File: config.mk
export PLATFORM = sky130hd
export DESIGN_NAME = axi_mst_wr_gen
export DESIGN_NICKNAME = d
export VERILOG_FILES = /design/src/rtl/axi_mst_wr_gen.sv
export SDC_FILE = /design/constraint.sdc
export NUM_CORES = 1
export LEC_CHECK = 0
export CORE_MARGIN = 4
export CORE_UTILIZATION = 49
export CTS_BUF_LIST = sky130_fd_sc_hd__clkbuf_8
export CTS_CLUSTER_SIZE = 12
export DETAILED_ROUTE_END_ITERATION = 8
export PLACE_DENSITY_LB_ADDON = 0.25
export SYNTH_ARGS = -nofsm -noshare
export SYNTH_HDL_FRONTEND = slang
export SYNTH_SLANG_ARGS = --single-unit
File: constraint.sdc
create_clock -name aclk -period 3.6 [get_ports aclk]
set_clock_uncertainty 0.1 [all_clocks]
set_input_delay 1.08 -clock aclk [delete_from_list [all_inputs] [get_ports aclk]]
set_output_delay 1.08 -clock aclk [all_outputs]
set_load 0.02 [all_outputs]
File: src/rtl/axi_mst_wr_gen.sv
// axi_mst_wr_gen: AXI3 write-traffic master for crossbar bring-up.
// Issues AW bursts with accumulating INCR addresses and streams the matching
// W beats with Galois-LFSR data. Outstanding writes are tracked until their
// B responses return.
// Optional build macro AXI_MST_WR_GEN_BCHK_EN adds an expected-ID FIFO that
// checks every B response (bid/bresp) and counts mismatches in err_cnt.
module axi_mst_wr_gen #(
  parameter int unsigned           AXI_ADDR_W = 32,
  parameter int unsigned           AXI_ID_W   = 4,
  parameter int unsigned           AXI_DATA_W = 32,
  parameter int unsigned           OSTD_NUM   = 4,
  parameter logic [1:0]            MST_ID     = 2'b01,
  parameter logic [AXI_ADDR_W-1:0] BASE_ADDR  = '0,
  parameter logic [31:0]           LFSR_SEED  = 32'hACE1_0001
) (
  input  logic                          aclk,
  input  logic                          aresetn,
  input  logic                          start,
  input  logic [3:0]                    cfg_len,
  input  logic [2:0]                    cfg_size,
  input  logic [15:0]                   cfg_num_req,
  output logic                          awvalid,
  input  logic                          awready,
  output logic [AXI_ADDR_W-1:0]         awaddr,
  output logic [3:0]                    awlen,
  output logic [2:0]                    awsize,
  output logic [1:0]                    awburst,
  output logic [AXI_ID_W-1:0]           awid,
  output logic [1:0]                    awlock,
  output logic                          wvalid,
  input  logic                          wready,
  output logic                          wlast,
  output logic [AXI_ID_W-1:0]           wid,
  output logic [AXI_DATA_W-1:0]         wdata,
  output logic [AXI_DATA_W/8-1:0]       wstrb,
  input  logic                          bvalid,
  output logic                          bready,
  input  logic [AXI_ID_W-1:0]           bid,
  input  logic [1:0]                    bresp,
  output logic [$clog2(OSTD_NUM):0]     ostd_cnt,
  output logic [15:0]                   req_cnt,
  output logic [15:0]                   resp_cnt,
  output logic [7:0]                    err_cnt,
  output logic                          done
);

  localparam int unsigned OSTD_W    = $clog2(OSTD_NUM);
  localparam int unsigned CNT_W     = OSTD_W + 1;
  localparam int unsigned SEQ_W     = AXI_ID_W - 2;
  localparam int unsigned DATA_REP  = AXI_DATA_W / 32;
  localparam logic [31:0] LFSR_MASK = 32'h8020_0003;  // x^32+x^22+x^2+x+1

  // One right-shifting Galois LFSR step.
  function automatic logic [31:0] lfsr_step(input logic [31:0] s);
    if (s[0]) begin
      return (s >> 1) ^ LFSR_MASK;
    end else begin
      return s >> 1;
    end
  endfunction

  typedef enum logic [0:0] {AW_IDLE = 1'b0, AW_REQ = 1'b1} aw_state_e;

  aw_state_e               aw_state_q, aw_state_d;
  logic [AXI_ADDR_W-1:0]   awaddr_q, awaddr_d, burst_bytes_s;
  logic [3:0]              awlen_q, awlen_d;
  logic [2:0]              awsize_q, awsize_d;
  logic [SEQ_W-1:0]        seq_q, seq_d;
  logic [15:0]             req_cnt_q, req_cnt_d, resp_cnt_q, resp_cnt_d;
  logic [CNT_W-1:0]        ostd_q, ostd_d;
  logic                    done_q, done_d;
  logic                    launch_ok_s;
  logic                    aw_hs, w_hs, b_hs, b_dec, wq_pop;
  logic [3:0]              wq_len_q [OSTD_NUM];
  logic [AXI_ID_W-1:0]     wq_id_q  [OSTD_NUM];
  logic [OSTD_W-1:0]       wq_wptr_q, wq_wptr_d, wq_rptr_q, wq_rptr_d;
  logic [CNT_W-1:0]        wq_cnt_q, wq_cnt_d;
  logic [3:0]              beat_q, beat_d;
  logic [31:0]             lfsr_q, lfsr_d, brdy_lfsr_q, brdy_lfsr_d;
  logic                    bready_q;

  assign aw_hs  = awvalid & awready;
  assign w_hs   = wvalid & wready;
  assign b_hs   = bvalid & bready_q;
  assign b_dec  = b_hs & (ostd_q != '0);
  assign wq_pop = w_hs & wlast;

  assign awvalid  = (aw_state_q == AW_REQ);
  assign awaddr   = awaddr_q;
  assign awlen    = awlen_q;
  assign awsize   = awsize_q;
  assign awburst  = 2'b01;
  assign awlock   = 2'b00;
  assign awid     = {MST_ID, seq_q};
  assign wvalid   = (wq_cnt_q != '0);
  assign wid      = wq_id_q[wq_rptr_q];
  assign wlast    = wvalid & (beat_q == wq_len_q[wq_rptr_q]);
  assign wdata    = {DATA_REP{lfsr_q}};
  assign wstrb    = wvalid ? '1 : '0;
  assign bready   = bready_q;
  assign ostd_cnt = ostd_q;
  assign req_cnt  = req_cnt_q;
  assign resp_cnt = resp_cnt_q;
  assign done     = done_q;

  // Counters, W queue occupancy and the launch decision, all from next-state
  // values so a new AW can be launched in the same cycle as a handshake.
  always_comb begin
    req_cnt_d  = req_cnt_q;
    resp_cnt_d = resp_cnt_q;
    ostd_d     = ostd_q;
    wq_cnt_d   = wq_cnt_q;
    if (aw_hs) begin
      req_cnt_d = req_cnt_q + 16'd1;
    end else if (!start && (ostd_q == '0)) begin
      req_cnt_d = 16'd0;
    end else begin
      req_cnt_d = req_cnt_q;
    end
    if (b_hs) begin
      resp_cnt_d = resp_cnt_q + 16'd1;
    end else if (!start && (ostd_q == '0)) begin
      resp_cnt_d = 16'd0;
    end else begin
      resp_cnt_d = resp_cnt_q;
    end
    case ({aw_hs, b_dec})
      2'b10:   ostd_d = ostd_q + CNT_W'(1);
      2'b01:   ostd_d = ostd_q - CNT_W'(1);
      default: ostd_d = ostd_q;
    endcase
    case ({aw_hs, wq_pop})
      2'b10:   wq_cnt_d = wq_cnt_q + CNT_W'(1);
      2'b01:   wq_cnt_d = wq_cnt_q - CNT_W'(1);
      default: wq_cnt_d = wq_cnt_q;
    endcase
    launch_ok_s = start && (req_cnt_d < cfg_num_req) &&
                  (ostd_d < CNT_W'(OSTD_NUM)) && (wq_cnt_d < CNT_W'(OSTD_NUM));
    done_d      = start && (req_cnt_d == cfg_num_req) && (ostd_d == '0);
  end

  // Byte span of the burst currently on AW, used to advance the address.
  always_comb begin
    burst_bytes_s = AXI_ADDR_W'({1'b0, awlen_q} + 5'd1) << awsize_q;
  end

  // AW state machine: launch, hold request stable until awready, relaunch.
  always_comb begin
    aw_state_d = aw_state_q;
    awaddr_d   = awaddr_q;
    awlen_d    = awlen_q;
    awsize_d   = awsize_q;
    seq_d      = seq_q;
    case (aw_state_q)
      AW_IDLE: begin
        if (launch_ok_s) begin
          aw_state_d = AW_REQ;
          awlen_d    = cfg_len;
          awsize_d   = cfg_size;
        end else begin
          aw_state_d = AW_IDLE;
        end
      end
      AW_REQ: begin
        if (awready) begin
          awaddr_d = awaddr_q + burst_bytes_s;
          seq_d    = seq_q + SEQ_W'(1);
          if (launch_ok_s) begin
            aw_state_d = AW_REQ;
            awlen_d    = cfg_len;
            awsize_d   = cfg_size;
          end else begin
            aw_state_d = AW_IDLE;
          end
        end else begin
          aw_state_d = AW_REQ;
        end
      end
      default: aw_state_d = AW_IDLE;
    endcase
  end

  // W side next state: beat counter, queue pointers, data LFSR advance.
  // bready uses its own free-running LFSR so W data never skips a value.
  always_comb begin
    wq_wptr_d   = aw_hs ? wq_wptr_q + OSTD_W'(1) : wq_wptr_q;
    wq_rptr_d   = wq_pop ? wq_rptr_q + OSTD_W'(1) : wq_rptr_q;
    if (wq_pop) begin
      beat_d = 4'd0;
    end else if (w_hs) begin
      beat_d = beat_q + 4'd1;
    end else begin
      beat_d = beat_q;
    end
    lfsr_d      = w_hs ? lfsr_step(lfsr_q) : lfsr_q;
    brdy_lfsr_d = lfsr_step(brdy_lfsr_q);
  end

  // AW channel and counter registers.
  always_ff @(posedge aclk or negedge aresetn) begin
    if (!aresetn) begin
      aw_state_q <= AW_IDLE;
      awaddr_q   <= BASE_ADDR;
      awlen_q    <= 4'd0;
      awsize_q   <= 3'd0;
      seq_q      <= '0;
      req_cnt_q  <= 16'd0;
      resp_cnt_q <= 16'd0;
      ostd_q     <= '0;
      done_q     <= 1'b0;
    end else begin
      aw_state_q <= aw_state_d;
      awaddr_q   <= awaddr_d;
      awlen_q    <= awlen_d;
      awsize_q   <= awsize_d;
      seq_q      <= seq_d;
      req_cnt_q  <= req_cnt_d;
      resp_cnt_q <= resp_cnt_d;
      ostd_q     <= ostd_d;
      done_q     <= done_d;
    end
  end

  // W queue storage, beat tracking, LFSRs and registered bready.
  always_ff @(posedge aclk or negedge aresetn) begin
    if (!aresetn) begin
      for (int i = 0; i < OSTD_NUM; i++) begin
        wq_len_q[i] <= 4'd0;
        wq_id_q[i]  <= '0;
      end
      wq_wptr_q   <= '0;
      wq_rptr_q   <= '0;
      wq_cnt_q    <= '0;
      beat_q      <= 4'd0;
      lfsr_q      <= LFSR_SEED;
      brdy_lfsr_q <= LFSR_SEED;
      bready_q    <= 1'b0;
    end else begin
      if (aw_hs) begin
        wq_len_q[wq_wptr_q] <= awlen_q;
        wq_id_q[wq_wptr_q]  <= awid;
      end
      wq_wptr_q   <= wq_wptr_d;
      wq_rptr_q   <= wq_rptr_d;
      wq_cnt_q    <= wq_cnt_d;
      beat_q      <= beat_d;
      lfsr_q      <= lfsr_d;
      brdy_lfsr_q <= brdy_lfsr_d;
      bready_q    <= brdy_lfsr_q[7];
    end
  end

`ifdef AXI_MST_WR_GEN_BCHK_EN
  logic [AXI_ID_W-1:0] idf_q [OSTD_NUM];
  logic [OSTD_W-1:0]   idf_wptr_q, idf_wptr_d, idf_rptr_q, idf_rptr_d;
  logic [CNT_W-1:0]    idf_cnt_q, idf_cnt_d;
  logic                idf_empty_s, idf_pop_s, b_err_s;
  logic [7:0]          err_q, err_d;

  // Expected-ID FIFO bookkeeping and saturating B error counter.
  always_comb begin
    idf_empty_s = (idf_cnt_q == '0);
    idf_pop_s   = b_hs & ~idf_empty_s;
    idf_wptr_d  = aw_hs ? idf_wptr_q + OSTD_W'(1) : idf_wptr_q;
    idf_rptr_d  = idf_pop_s ? idf_rptr_q + OSTD_W'(1) : idf_rptr_q;
    case ({aw_hs, idf_pop_s})
      2'b10:   idf_cnt_d = idf_cnt_q + CNT_W'(1);
      2'b01:   idf_cnt_d = idf_cnt_q - CNT_W'(1);
      default: idf_cnt_d = idf_cnt_q;
    endcase
    b_err_s = b_hs & (idf_empty_s | (bid != idf_q[idf_rptr_q]) | (bresp != 2'b00));
    if (b_err_s && (err_q != 8'hFF)) begin
      err_d = err_q + 8'd1;
    end else begin
      err_d = err_q;
    end
  end

  // Expected-ID FIFO and error counter registers.
  always_ff @(posedge aclk or negedge aresetn) begin
    if (!aresetn) begin
      for (int i = 0; i < OSTD_NUM; i++) begin
        idf_q[i] <= '0;
      end
      idf_wptr_q <= '0;
      idf_rptr_q <= '0;
      idf_cnt_q  <= '0;
      err_q      <= 8'd0;
    end else begin
      if (aw_hs) begin
        idf_q[idf_wptr_q] <= awid;
      end
      idf_wptr_q <= idf_wptr_d;
      idf_rptr_q <= idf_rptr_d;
      idf_cnt_q  <= idf_cnt_d;
      err_q      <= err_d;
    end
  end

  assign err_cnt = err_q;
`else
  logic bchk_unused_s;
  assign bchk_unused_s = ^{bid, bresp};
  assign err_cnt       = 8'd0;
`endif

endmodule

==> summary.md <==
| Metric | Value |
|---|---|
| Outcome | `finished, violations left` |
| Failing checks | `negative setup slack` |
| Synthesized area per cell | `10.5 µm²` |
| Pwr dens | `650 nW/µm²` |
| Yosys top cell area share | `0.466` |
| Yosys reg bits | `181` |
| Max_cap viols | `0` |
| P_leak | `5.30 nW` |
| Commonest non-fill, non-tap cell in the layout | `nand2_1` |
| Max Slew Vio Count | `0` |
| Gr usage total | `0.207` |
| Drt total wl | `20,000 µm` |
| CTS root buf | `clkbuf_8` |
| Synth Cell Area | `8750 µm²` |
| Largest cells by area after synthesis | `dfrtp_1, nand2_1, ha_1` |
| Synth Instances | `835` |
| Main synth FF type | `dfrtp_1` |
| Largest net degree at the start of global routing | `68` |
| Die Footprint | `20,100 µm²` |
| Core region area | `17,400 µm²` |
| WP data arrival | `3.84 ns` |
| Starting Density | `0.502` |
| Peak supply drop | `0.478 mV` |
| Input/output buffers | `148` |
| NumNets Final | `1,105` |
| Clk sinks | `181` |
| First-pass DRT Iterations | `5` |
| Post-DP HPWL | `14,100 µm` |
| Die X | `142 µm` |
| Ratio of cells with drive above 1 in the final layout | `0.168` |
| Sequential share of the synthesized area | `0.520` |
| Routed wire per std cell | `15.8 µm` |
| Io pins | `170` |
| Place WS | `-1.06 ns` |
| RSZ-0062 raised after global routing | `true` |
| Post-Route Setup TNS | `-0.00466 ns` |
| Post-DR vias/cell | `5.23` |
| EDFF count, synth | `0` |
| H-Tree Depth | `4` |
| Most frequent cells in the layout | `nand2_1, dfrtp_1, clkdlybuf4s50_1, o21ai_0, buf_4` |
| Worst skew pair latency | `0.45 ns` |
| CP Max Fanout | `9` |
| Period utilisation layout | `1.00` |
| Final ANT Viol Nets | `0` |
| Fin area | `11,400 µm²` |
| CTS Buf Count | `17` |
| DRC Markers | `0` |
| DP Area | `10,800 µm²` |
| CP Capture Type | `register` |
| Slew HR | `0.586` |
| CTS tree | `built` |
| Routability Congestion | `0.907` |
| First DRT Iteration DRCs | `424` |
| Asr flop ratio synth | `1.00` |
| Via count | `6,632` |
| First-pass GRT wire length | `33,500 µm` |
| Row count | `48` |
| Clock slew seen by the registers of the worst setup and hold paths | `0.09 ns` |
| Area Overhead vs Synth | `29.8%` |
| Total gr overflow | `0` |
| Biggest area consumer among synthesized cells | `dfrtp_1` |
| Antenna cells | `0` |
| Die Y | `142 µm` |
| Crit path launch type | `input port` |
| Final min period | `3.60 ns` |
| Fin. Hold Viols | `0` |
| Endpoints failing setup | `2` |
| Max Clk Rate | `0.278 GHz` |
| Initial antenna violation count | `0` |
| CP Class | `in2reg` |
| Final Power | `7.38 mW` |
| Netlist cell types | `53` |
| Synth warn | `0` |
| Min-Delay Path Class | `reg2reg` |
| Vias in the first global route | `6,467` |
| CTS Buffer Depth | `2` |
| Setup ws final | `-0.00263 ns` |
| Critical path data required time | `3.84 ns` |
| Tightest Pin Transition | `0.622 ns` |
## cell usage after synthesis, types with 3 or more instances
master	n
dfstp_2	18
o31ai_1	9
o211ai_1	12
xnor2_1	26
a21oi_1	30
o21ai_0	64
a21o_1	9
clkbuf_8	6
or3_1	3
and3_1	16
xor2_1	24
nor2_1	26
a31oi_1	4
nand3_1	26
nand2b_1	6
fa_1	3
and4_1	7
ha_1	38
nand4_1	13
and2_1	6
clkbuf_1	13
buf_1	5
mux2i_1	7
a211oi_1	5
dfrtp_1	163
inv_1	32
mux2_2	33
nand2_1	167
buf_4	20
mux4_2	5
nor3_1	7
## worst max-delay path: stages
cell and delay, ns:
buf_2 0.12, clkinvlp_4 0.11, nor2_4 0.12, buf_6 0.14
nand3_1 0.08, buf_4 0.17, o211ai_1 0.15, o31ai_1 0.11
ha_1 0.31, nand4_1 0.13, or4_4 0.59, a21oi_4 0.18
a2111oi_4 0.09, buf_12 0.15, mux2_4 0.29
## sequential cells by signal, indices dropped and copies added (netlist names)
signal	count
awaddr	32
brdy_lfsr_q	32
wdata	32
req_cnt	16
resp_cnt	16
wq_len_q	16
wq_id_q	12
awlen	4
beat_q	4
awsize	3
ostd_cnt	3
wq_cnt_q	3
seq_q	2
wq_rptr_q	2
wq_wptr_q	2
awvalid	1
done	1
## final timing paths
path	from	to	slack (ns)	cells after the start
min reg2reg	brdy_lfsr_q[19]	brdy_lfsr_q[18]	0.25	0
min	brdy_lfsr_q[19]	brdy_lfsr_q[18]	0.25	0
max reg2reg	wq_rptr_q[0]	awsize[0]	0.06	14
max in group asynchronous	aresetn	brdy_lfsr_q[27]	2.07	2
min in group asynchronous	aresetn	wdata[24]	0.52	1
max	awready	awsize[0]	-0.003	15
## metrics by stage
step | hold WS, ns | util | std cells
after floorplan | 0.231 | - | 848
after global placement | 0.234 | 0.617 | 1225
after detailed placement | 0.236 | 0.617 | 1225
after CTS | 0.248 | 0.646 | 1264
after global routing | 0.259 | 0.652 | 1267
final | 0.246 | 0.652 | 1267
## kinds of logic after synthesis
| group | Yosys count | synth area share |
|---|---|---|
| AND/OR/NAND/NOR | 286 | 0.148 |
| flip-flops | 181 | 0.520 |
| AO/OA/AOI/OAI | 152 | 0.107 |
| buffers and inverters | 78 | 0.0492 |
| XOR/XNOR | 50 | 0.0501 |
| multiplexers | 45 | 0.0634 |
| adder cells (fa/ha/maj) | 41 | 0.0612 |
| other | 2 | 0.000858 |
## repair_timing
item / CTS / global route
pin swaps: 11 / 5
resized for setup: 17 / 19
endpoints found under the setup margin: 10 / 20
buffers inserted: 7 / 3
hold buffers: 0 / 0
## metal layers
layer  part of all wire  track usage  vias up  routed length [µm]
met5                  0            0        -                   0
met2               0.47        0.316      181                9450
met4             0.0097       0.0571        0                 194
li1                   -            -     3247                   -
met1               0.47        0.307     3190                9460
met3              0.044       0.0337       14                 888
## where the power goes
group | leakage [nW] | switching [mW] | total, mW | internal [mW]
registers | 2.34 | 0.406 | 2.80 | 2.39
logic | 2.73 | 1.57 | 3.12 | 1.54
clock network | 0.226 | 0.702 | 1.46 | 0.762
## area by class of cell
cell class,count,area [µm²]
fill,1401,6060
inverter,32,124
timing repair buffer,208,1980
clock buffer,18,248
tap,225,282
multi-input combinational,589,3990
clock inverter,14,175
sequential,181,4560
(Power assumes the default switching activity.)
